`config.mk`:
```
export PLATFORM = sky130hd
export DESIGN_NAME = pcie_phy_tx_framer
export DESIGN_NICKNAME = d
export VERILOG_FILES = /design/src/rtl/pcie_phy_tx_framer.sv
export SDC_FILE = /design/constraint.sdc
export NUM_CORES = 1
export LEC_CHECK = 0
export BUFFER_PORTS_ARGS = -buffer_cell sky130_fd_sc_hd__buf_4
export CORE_MARGIN = 5
export CORE_UTILIZATION = 30
export CTS_BUF_LIST = sky130_fd_sc_hd__clkbuf_4 sky130_fd_sc_hd__clkbuf_8 sky130_fd_sc_hd__clkbuf_16
export DETAILED_ROUTE_END_ITERATION = 16
export PLACE_DENSITY = 0.44
export SYNTH_ARGS = -nofsm -noshare
export SYNTH_HDL_FRONTEND = slang
export SYNTH_SLANG_ARGS = --single-unit
```
`constraint.sdc`:
```
create_clock -name clk -period 3.57 [get_ports clk]
set_input_delay 0.1785 -clock clk [delete_from_list [all_inputs] [get_ports clk]]
set_output_delay 0.1785 -clock clk [all_outputs]
set_load 0.02 [all_outputs]
```
`src/rtl/pcie_phy_tx_framer.sv`:
```
// PCIe PHY transmit framer: buffers 268-bit DLL frames and serialises them as STP / 9 payload words / END.
// Optional idle-word insertion while no frame is in flight: define PCIE_PHY_TX_IDLE_INSERT_EN.
module pcie_phy_tx_framer #(
  parameter int         DEPTH   = 2,
  parameter logic [7:0] STP_SYM = 8'hFB,
  parameter logic [7:0] END_SYM = 8'hFD
) (
  input  logic         clk,
  input  logic         rst_n,
  input  logic         tlp_valid_i,
  input  logic [267:0] tlp_i,
  output logic         tlp_ready_o,
  output logic         data_valid_o,
  output logic [31:0]  data_o,
  output logic [3:0]   data_k_o,
  input  logic         data_ready_i,
  output logic         overflow_o,
  output logic [15:0]  frame_cnt_o
);

  localparam int AW = $clog2(DEPTH);
  localparam logic [AW:0] FULL_CNT = (AW + 1)'(DEPTH);

`ifdef PCIE_PHY_TX_IDLE_INSERT_EN
  localparam logic        IDLE_VALID = 1'b1;
  localparam logic [31:0] IDLE_DATA  = 32'h7C7C7C7C;
  localparam logic [3:0]  IDLE_K     = 4'b1111;
`else
  localparam logic        IDLE_VALID = 1'b0;
  localparam logic [31:0] IDLE_DATA  = 32'h0000_0000;
  localparam logic [3:0]  IDLE_K     = 4'b0000;
`endif

  typedef enum logic [1:0] {
    ST_IDLE    = 2'd0,
    ST_START   = 2'd1,
    ST_PAYLOAD = 2'd2,
    ST_END     = 2'd3
  } state_t;

  state_t         state_q, state_d;
  logic [267:0]   mem_q [DEPTH];
  logic [267:0]   mem_d [DEPTH];
  logic [AW-1:0]  wr_ptr_q, wr_ptr_d, rd_ptr_q, rd_ptr_d;
  logic [AW:0]    count_q, count_d;
  logic [287:0]   sr_q, sr_d;
  logic [3:0]     wcnt_q, wcnt_d;
  logic [15:0]    frame_cnt_q, frame_cnt_d;
  logic           overflow_q, overflow_d;
  logic           tlp_ready_q, tlp_ready_d;
  logic           data_valid_q, data_valid_d;
  logic [31:0]    data_q, data_d;
  logic [3:0]     data_k_q, data_k_d;

  logic full_s, empty_s, accept_s, pop_s, wr_en_s;

  // Next-state, FIFO bookkeeping and registered-output computation
  always_comb begin
    full_s      = (count_q == FULL_CNT);
    empty_s     = (count_q == {(AW + 1){1'b0}});
    accept_s    = data_valid_q && data_ready_i;
    pop_s       = 1'b0;
    state_d     = state_q;
    sr_d        = sr_q;
    wcnt_d      = wcnt_q;
    frame_cnt_d = frame_cnt_q;

    case (state_q)
      ST_IDLE: begin
        // A driven idle word must be accepted before a frame may start.
        if (!empty_s && (!data_valid_q || data_ready_i)) begin
          pop_s   = 1'b1;
          state_d = ST_START;
        end else begin
          state_d = ST_IDLE;
        end
      end
      ST_START: begin
        if (accept_s) begin
          state_d = ST_PAYLOAD;
          wcnt_d  = 4'd0;
        end else begin
          state_d = ST_START;
        end
      end
      ST_PAYLOAD: begin
        if (accept_s && (wcnt_q == 4'd8)) begin
          state_d = ST_END;
        end else if (accept_s) begin
          wcnt_d = wcnt_q + 4'd1;
          sr_d   = {sr_q[255:0], 32'h0000_0000};
        end else begin
          state_d = ST_PAYLOAD;
        end
      end
      ST_END: begin
        if (accept_s) begin
          frame_cnt_d = frame_cnt_q + 16'd1;
          if (!empty_s) begin
            pop_s   = 1'b1;
            state_d = ST_START;
          end else begin
            state_d = ST_IDLE;
          end
        end else begin
          state_d = ST_END;
        end
      end
      default: begin
        state_d = ST_IDLE;
      end
    endcase

    if (pop_s) begin
      sr_d = {20'h0_0000, mem_q[rd_ptr_q]};
    end else begin
      sr_d = sr_d;
    end

    // A pop in the same cycle frees a slot, so a write to a full FIFO still lands.
    wr_en_s    = tlp_valid_i && (!full_s || pop_s);
    overflow_d = overflow_q || (tlp_valid_i && full_s && !pop_s);

    mem_d = mem_q;
    if (wr_en_s) begin
      mem_d[wr_ptr_q] = tlp_i;
      wr_ptr_d        = wr_ptr_q + AW'(1);
    end else begin
      wr_ptr_d = wr_ptr_q;
    end

    if (pop_s) begin
      rd_ptr_d = rd_ptr_q + AW'(1);
    end else begin
      rd_ptr_d = rd_ptr_q;
    end

    case ({wr_en_s, pop_s})
      2'b10:   count_d = count_q + (AW + 1)'(1);
      2'b01:   count_d = count_q - (AW + 1)'(1);
      default: count_d = count_q;
    endcase
    tlp_ready_d = (count_d != FULL_CNT);

    case (state_d)
      ST_IDLE: begin
        data_valid_d = IDLE_VALID;
        data_d       = IDLE_DATA;
        data_k_d     = IDLE_K;
      end
      ST_START: begin
        data_valid_d = 1'b1;
        data_d       = {STP_SYM, 24'h00_0000};
        data_k_d     = 4'b1000;
      end
      ST_PAYLOAD: begin
        data_valid_d = 1'b1;
        data_d       = sr_d[287:256];
        data_k_d     = 4'b0000;
      end
      ST_END: begin
        data_valid_d = 1'b1;
        data_d       = {24'h00_0000, END_SYM};
        data_k_d     = 4'b0001;
      end
      default: begin
        data_valid_d = 1'b0;
        data_d       = 32'h0000_0000;
        data_k_d     = 4'b0000;
      end
    endcase
  end

  // State, FIFO and output registers
  always_ff @(posedge clk or negedge rst_n) begin
    if (!rst_n) begin
      state_q      <= ST_IDLE;
      for (int i = 0; i < DEPTH; i++) begin
        mem_q[i] <= 268'd0;
      end
      wr_ptr_q     <= {AW{1'b0}};
      rd_ptr_q     <= {AW{1'b0}};
      count_q      <= {(AW + 1){1'b0}};
      sr_q         <= 288'd0;
      wcnt_q       <= 4'd0;
      frame_cnt_q  <= 16'd0;
      overflow_q   <= 1'b0;
      tlp_ready_q  <= 1'b1;
      data_valid_q <= 1'b0;
      data_q       <= 32'h0000_0000;
      data_k_q     <= 4'b0000;
    end else begin
      state_q      <= state_d;
      mem_q        <= mem_d;
      wr_ptr_q     <= wr_ptr_d;
      rd_ptr_q     <= rd_ptr_d;
      count_q      <= count_d;
      sr_q         <= sr_d;
      wcnt_q       <= wcnt_d;
      frame_cnt_q  <= frame_cnt_d;
      overflow_q   <= overflow_d;
      tlp_ready_q  <= tlp_ready_d;
      data_valid_q <= data_valid_d;
      data_q       <= data_d;
      data_k_q     <= data_k_d;
    end
  end

  assign tlp_ready_o  = tlp_ready_q;
  assign data_valid_o = data_valid_q;
  assign data_o       = data_q;
  assign data_k_o     = data_k_q;
  assign overflow_o   = overflow_q;
  assign frame_cnt_o  = frame_cnt_q;

endmodule

```
==> flow_summary.toml, run 1 <==
[sta]
post-route-period-util = 0.843
tns_ns = 0
tightest_slew_ns = 0.913
final_hold_viol_count = 0
clock_skew_ns = 0.0244
fmax_ghz = 0.332
finalSetupViolations = 0
finalWorstSetupSlack_ns = 0.560
slew_headroom = 0.391
rsz0062_at_grt = "false"
final_max_slew_viol_count = 0
post-route-min-period_ns = 3.01

[job]
max_cap_violations = 0

[synthesis]
synth_area_leaders = "dfrtp_1, mux2_2, a211oi_1, nand2_1, nor2b_1"
synth_seq_area_share = 0.586
yosysTopAreaCell = "dfrtp_1"
avgSynthCellArea_sq_um = 12.1
ys.flop_type = "dfrtp_1"
synth_cells = 3133
ys_ff_latch = 887
ys_types = 49
synthArstFlopShare = 1.00
synth_area_sq_um = 37900
yosys_warnings = 0
synth_edf_count = 0
synth.top_cell.area_share = 0.585

[clocking]
clkSinkCount = 887
clk_pin_slew_ns = 0.06
tritoncts = "done"
h-tree-depth = 3
post_cts_buffers = 0
numCtsBuffers = 106
cts-root-buf = "clkbuf_16"
cts_buffer_depth = 3
insertion_delay_ns = 0.69

[placement]
place_ws_ns = 0.597
place.gp.congestion = 0.741
detailed_place_hpwl_um = 76300
port_buffers = 324
placed_area_sq_um = 42300

[global_route]
use_met2 = 0.287
grt_pass1_vias = 27200
grt_pass1_wl_um = 175000
use_met1 = 0.228
top_usage_layer = "met2"
overflow = 0
antenna_found_initial = 37
grt_use_met3 = 0.0372
grt_max_degree = 92
grt_use_total = 0.171

[critical_path]
worstSetupEndpointType = "flip-flop"
worstPathRequired_ns = 4.18
critPathArrivalTime_ns = 3.62
worst-path-max-fanout = 54
startpoint_type = "flip-flop"
critPathKind = "reg2reg"

[hold_path]
min_path_type = "in2reg"

[final_layout]
fillCellCount = 12300
nNetsFinal = 3946
fin_area_sq_um = 48600
drive_above_1_share = 0.303
synthToLayoutAreaGrowth_pct = 28.3

[detailed_routing]
routed_wl_um = 114000
first_pass_iters = 5
route.detailed.drc = 0
via_per_inst = 4.78
wl_per_cell_um = 21.1
drt_iter0_drc = 1255
ant_nets = 0
vias = 25900

[floorplan]
die_y_um = 365
die_w_um = 365
core_area_sq_um = 126000
rows = 130
pin_count = 327
dieArea_sq_um = 133000
start_util = 0.302

[power]
pwr-share-clk = 0.251
ir_drop_mv = 0.422
p_leak_nw = 20.7
p_int_mw = 29.0
p_switching_mw = 14.6
power_frac_seq = 0.417
combPwrFrac = 0.331
powerDensity_nw_per_um2 = 897
swShare = 0.335

[outcome]
status = "finished, final reports clean"
==> state kept, by name, indices dropped and copies added (netlist names) <==
| signal | cells |
|---|---|
| data_valid_o | 1 |
| count_q | 2 |
| data_k_o | 2 |
| overflow_o | 1 |
| data_o | 32 |
| wr_ptr_q | 1 |
| wcnt_q | 4 |
| state_q | 2 |
| tlp_ready_o | 1 |
| mem_q | 536 |
| frame_cnt_o | 16 |
| rd_ptr_q | 1 |
| sr_q | 288 |
==> timing repair <==
item,CTS,global route
endpoints found under the setup margin,0,0
gates resized for setup,0,0
hold buffers,270,0
endpoints found under the hold margin,614,0
==> final timing paths <==
kind | startpoint | end | slack [ns] | cells past startpoint
worst min register to register | frame_cnt_o[15]$_DFFE_PN0P_ | frame_cnt_o[15]$_DFFE_PN0P_ | 0.47 | 1
min in group asynchronous | rst_n | data_o[27]$_DFF_PN0_ | 0.18 | 2
max in group asynchronous | rst_n | mem_q[353]$_DFFE_PN0P_ | 2.28 | 3
worst max-delay path | wcnt_q[0]$_DFFE_PN0P_ | sr_q[133]$_DFFE_PN0P_ | 0.56 | 8
worst min-delay path | data_ready_i | frame_cnt_o[3]$_DFFE_PN0P_ | 0.09 | 4
worst max register to register | wcnt_q[0]$_DFFE_PN0P_ | sr_q[133]$_DFFE_PN0P_ | 0.56 | 8
==> through the flow <==
step,hold slack [ns],cells,utilization,power [mW]
floorplan,-0.117,3134,-,28.0
CTS,0.0299,5399,0.386,44.4
finish,0.0864,5428,0.387,43.6
global route,0.0708,5408,0.387,46.6
global placement,0.335,4938,0.337,32.7
detailed placement,0.336,4938,0.337,32.9
==> cell type report <==
type | instances | area (sq um) | share of cell area
Timing Repair Buffer | 668 | 6160 | 0.127
Clock inverter | 33 | 310 | 0.00639
Sequential cell | 887 | 22200 | 0.457
Inverter | 14 | 52.6 | 0.00108
Tap cell | 1650 | 2060 | 0.0425
Antenna cell | 29 | 72.6 | 0.00149
Clock buffer | 158 | 3240 | 0.0667
Multi-Input combinational cell | 1989 | 14500 | 0.298
==> synthesized netlist by cell type (8+ instances only) <==
master / n
nand2_1: 467
xnor2_1: 12
dfrtp_1: 886
nor2b_1: 236
buf_1: 17
a211oi_1: 241
nor2_1: 33
mux2i_1: 52
ha_1: 8
o31ai_1: 17
a31oi_1: 230
buf_2: 82
clkbuf_1: 122
nor3_1: 15
inv_1: 14
nand3_1: 40
mux2_2: 536
o21ai_0: 39
buf_6: 21
==> kinds of logic after synthesis <==
family,Yosys count,synth area share
compound gates,552,0.0998
flops,887,0.586
other cells,1,0.0000990
buf+inv,258,0.0326
xor+xnor,17,0.00393
simple gates,820,0.101
fa+ha+maj,8,0.00264
mux,590,0.174
==> layer usage <==
| metal | vias to the layer above | routed length, um |
|---|---|---|
| met5 | - | 123 |
| met4 | 20 | 2520 |
| met3 | 159 | 4980 |
| met2 | 404 | 55100 |
| met1 | 13100 | 51700 |
| li1 | 12300 | - |
==> cell usage in the layout, fill, tap and decap left out, types with 7 or more instances in the layout <==
cell,Yosys,final
nand3_1,40,39
dfrtp_1,886,885
ha_1,8,8
clkbuf_16,0,109
nor3b_1,7,7
diode_2,0,29
dlygate4sd3_1,0,270
nor2_1,33,32
buf_12,0,37
xnor2_1,12,12
nor3_1,15,15
clkbuf_8,0,23
nand2_1,467,467
clkbuf_4,0,26
buf_4,2,360
inv_1,14,14
nor2b_1,236,236
a31oi_1,230,230
o31ai_1,17,17
clkinv_2,0,22
a211oi_1,241,241
o21ai_0,39,39
mux2_2,536,536
mux2i_1,52,52
==> power groups by stage <==
stage / combinational [mW] / sequential (mW) / clock [mW]
final: 14.4 / 18.2 / 11.0
after global routing: 16.1 / 18.8 / 11.7
after CTS: 14.8 / 18.3 / 11.3
after detailed placement: 14.4 / 18.5 / 0
after global placement: 14.2 / 18.4 / 0
after floorplan: 11.0 / 17.0 / 0
==> critical path, stage by stage (launching register included) <==
cell,delay (ns)
dfrtp_1,0.41
inv_1,0.12
ha_1,0.18
nand3b_1,0.25
nand3_4,0.32
buf_4,0.59
buf_4,0.64
nand2_1,0.13
a31oi_1,0.19
(Power assumes the default switching activity.)
==> inputs of run 2 (changes only) <==
==> constraint.sdc (replaced) <==
create_clock -name clk -period 3.1 [get_ports clk]
set_input_delay 0.155 -clock clk [delete_from_list [all_inputs] [get_ports clk]]
set_output_delay 0.155 -clock clk [all_outputs]
set_load 0.02 [all_outputs]
==> run 2 against run 1 <==
Net effect: sequential share of layout area down 0.43 points; setup slack worse by 0.11 ns; total power increased by 16%; first-iteration DRC count up 5.9%; combinational power grew 19%.
==> flow_summary.toml, run 2 (same netlist as run 1, synthesis figures left out) <==
[final_layout]
synthToLayoutAreaGrowth_pct = 29.5
final_common_cell = "dfrtp_1"
top_register = "mem_q"
fillCellCount = 12300
largest_reg_flops = 536
nNetsFinal = 3982
seqCellArea_sq_um = 22200
final_cell_mix = "dfrtp_1, mux2_2, nand2_1, buf_4, dlygate4sd3_1"
multi_input_area_sq_um = 14500
instances_no_fill = 5462
drive_above_1_share = 0.309

[sta]
post-route-period-util = 0.856
clock_skew_ns = 0.0233
tns_ns = 0
slew_headroom = 0.462
final_max_slew_viol_count = 0
fmax_ghz = 0.377
tightest_slew_ns = 0.807
rsz0062_at_grt = "false"
final_hold_viol_count = 0
finalSetupViolations = 0
post-route-min-period_ns = 2.65

[detailed_routing]
route.detailed.drc = 0
via_per_inst = 4.77
wl_per_cell_um = 21.1
first_pass_iters = 5
vias = 26100
ant_nets = 0
routed_wl_um = 115000
drt_iter0_drc = 1329

[clocking]
numCtsBuffers = 103
tritoncts = "done"
insertion_delay_ns = 0.70
cts_buffer_depth = 3
clkSinkCount = 887
cts-root-buf = "clkbuf_16"
h-tree-depth = 3
clk_pin_slew_ns = 0.06

[hold_path]
min_path_type = "in2async"

[critical_path]
worstPathRequired_ns = 3.67
startpoint_type = "flip-flop"
critPathKind = "reg2reg"
r2r_start = "state_q[0]$_DFF_PN0_"
r2r-end = "mem_q[427]$_DFFE_PN0P_"
critPathArrivalTime_ns = 3.22
worstSetupEndpointType = "flip-flop"
crit_start = "state_q[0]$_DFF_PN0_"
ff2ff_path_depth = 7
r2r_slack_ns = 0.45
worst-path-max-fanout = 50

[placement]
place.gp.congestion = 0.758
dp_cells = 4976
detailed_place_hpwl_um = 78000
port_buffers = 324

[floorplan]
die_w_um = 365
dieArea_sq_um = 133000
die_y_um = 365
pin_count = 327
start_util = 0.302
core_area_sq_um = 126000
rows = 130

[job]
max_cap_violations = 0

[global_route]
antenna_found_initial = 37
grt_pass1_wl_um = 175000
grt_max_degree = 95
grt_use_total = 0.172
grt_pass1_vias = 27100
overflow = 0

[power]
p_leak_nw = 21.0
powerDensity_nw_per_um2 = 1030
ir_drop_mv = 0.497

[outcome]
status = "finished, final reports clean"
==> run 2: cell types whose count changed in the layout (fill, tap and decap cells not counted), sizes merged <==
| cell | before | now |
|---|---|---|
| diode | 29 | 28 |
| clkbuf | 158 | 154 |
| clkinvlp | 2 | 3 |
| buf | 398 | 436 |
| clkinv | 24 | 18 |
| dlygate4sd3 | 270 | 271 |
| bufinv | 5 | 9 |
| inv | 16 | 17 |
==> run 2: report_power, final <==
part | internal [mW] | switching, mW | total, mW
Clock | 7.76 | 4.97 | 12.7
Combinational | 8.61 | 8.48 | 17.1
Sequential | 17.4 | 3.38 | 20.8
Total | 33.8 | 16.8 | 50.6
==> run 2: per-stage QoR <==
stage	instance area, sq um	setup slack [ns]	hold WS [ns]	total power, mW	utilization
5_1_grt	49000	0.284	0.108	54.1	0.390
3_5_place_dp	42700	0.484	0.256	38.2	0.340
2_1_floorplan	37900	0.879	-0.141	32.3	-
4_1_cts	49000	0.455	0.0725	51.6	0.390
6_report	49100	0.447	0.103	50.6	0.391
3_3_place_gp	42700	0.522	0.256	37.9	0.340
==> run 2: how the worst max path moves through the flow <==
stage	to	slack (ns)	cells after the start
after floorplan	sr_q[254]$_DFFE_PN0P_	0.88	9
after global placement	sr_q[61]$_DFFE_PN0P_	0.52	7
after detailed placement	mem_q[431]$_DFFE_PN0P_	0.48	7
after CTS	mem_q[427]$_DFFE_PN0P_	0.46	7
after global routing	sr_q[63]$_DFFE_PN0P_	0.28	7
final	mem_q[427]$_DFFE_PN0P_	0.45	7
==> run 2: area by class of cell <==
class | instances | share of cell area
well taps | 1650 | 0.0421
inverters | 14 | 0.00107
repair buffers | 707 | 0.134
clock buffers | 154 | 0.0644
flip-flops and latches | 887 | 0.453
diodes | 28 | 0.00143
multi-input cells | 1989 | 0.296
clock inverters | 33 | 0.00857
==> run 2: critical path, cell delays in order, from the launching register on <==
cell	delay [ns]
dfrtp_1	0.41
ha_1	0.32
a21oi_2	0.31
nor3_2	0.15
o211ai_4	0.27
buf_12	0.30
buf_4	0.29
mux2_2	0.36
==> run 2: layer usage <==
layer	GRT usage	part of all wire
met5	0	0.00096
met4	0.0381	0.019
met3	0.0385	0.046
met2	0.290	0.49
met1	0.227	0.45
==> run 2: what timing repair did <==
item                                   CTS  global route
endpoints found under the hold margin  587             0
hold buffers                           271             0
setup buffers                            0             0
resized for setup                        0             0
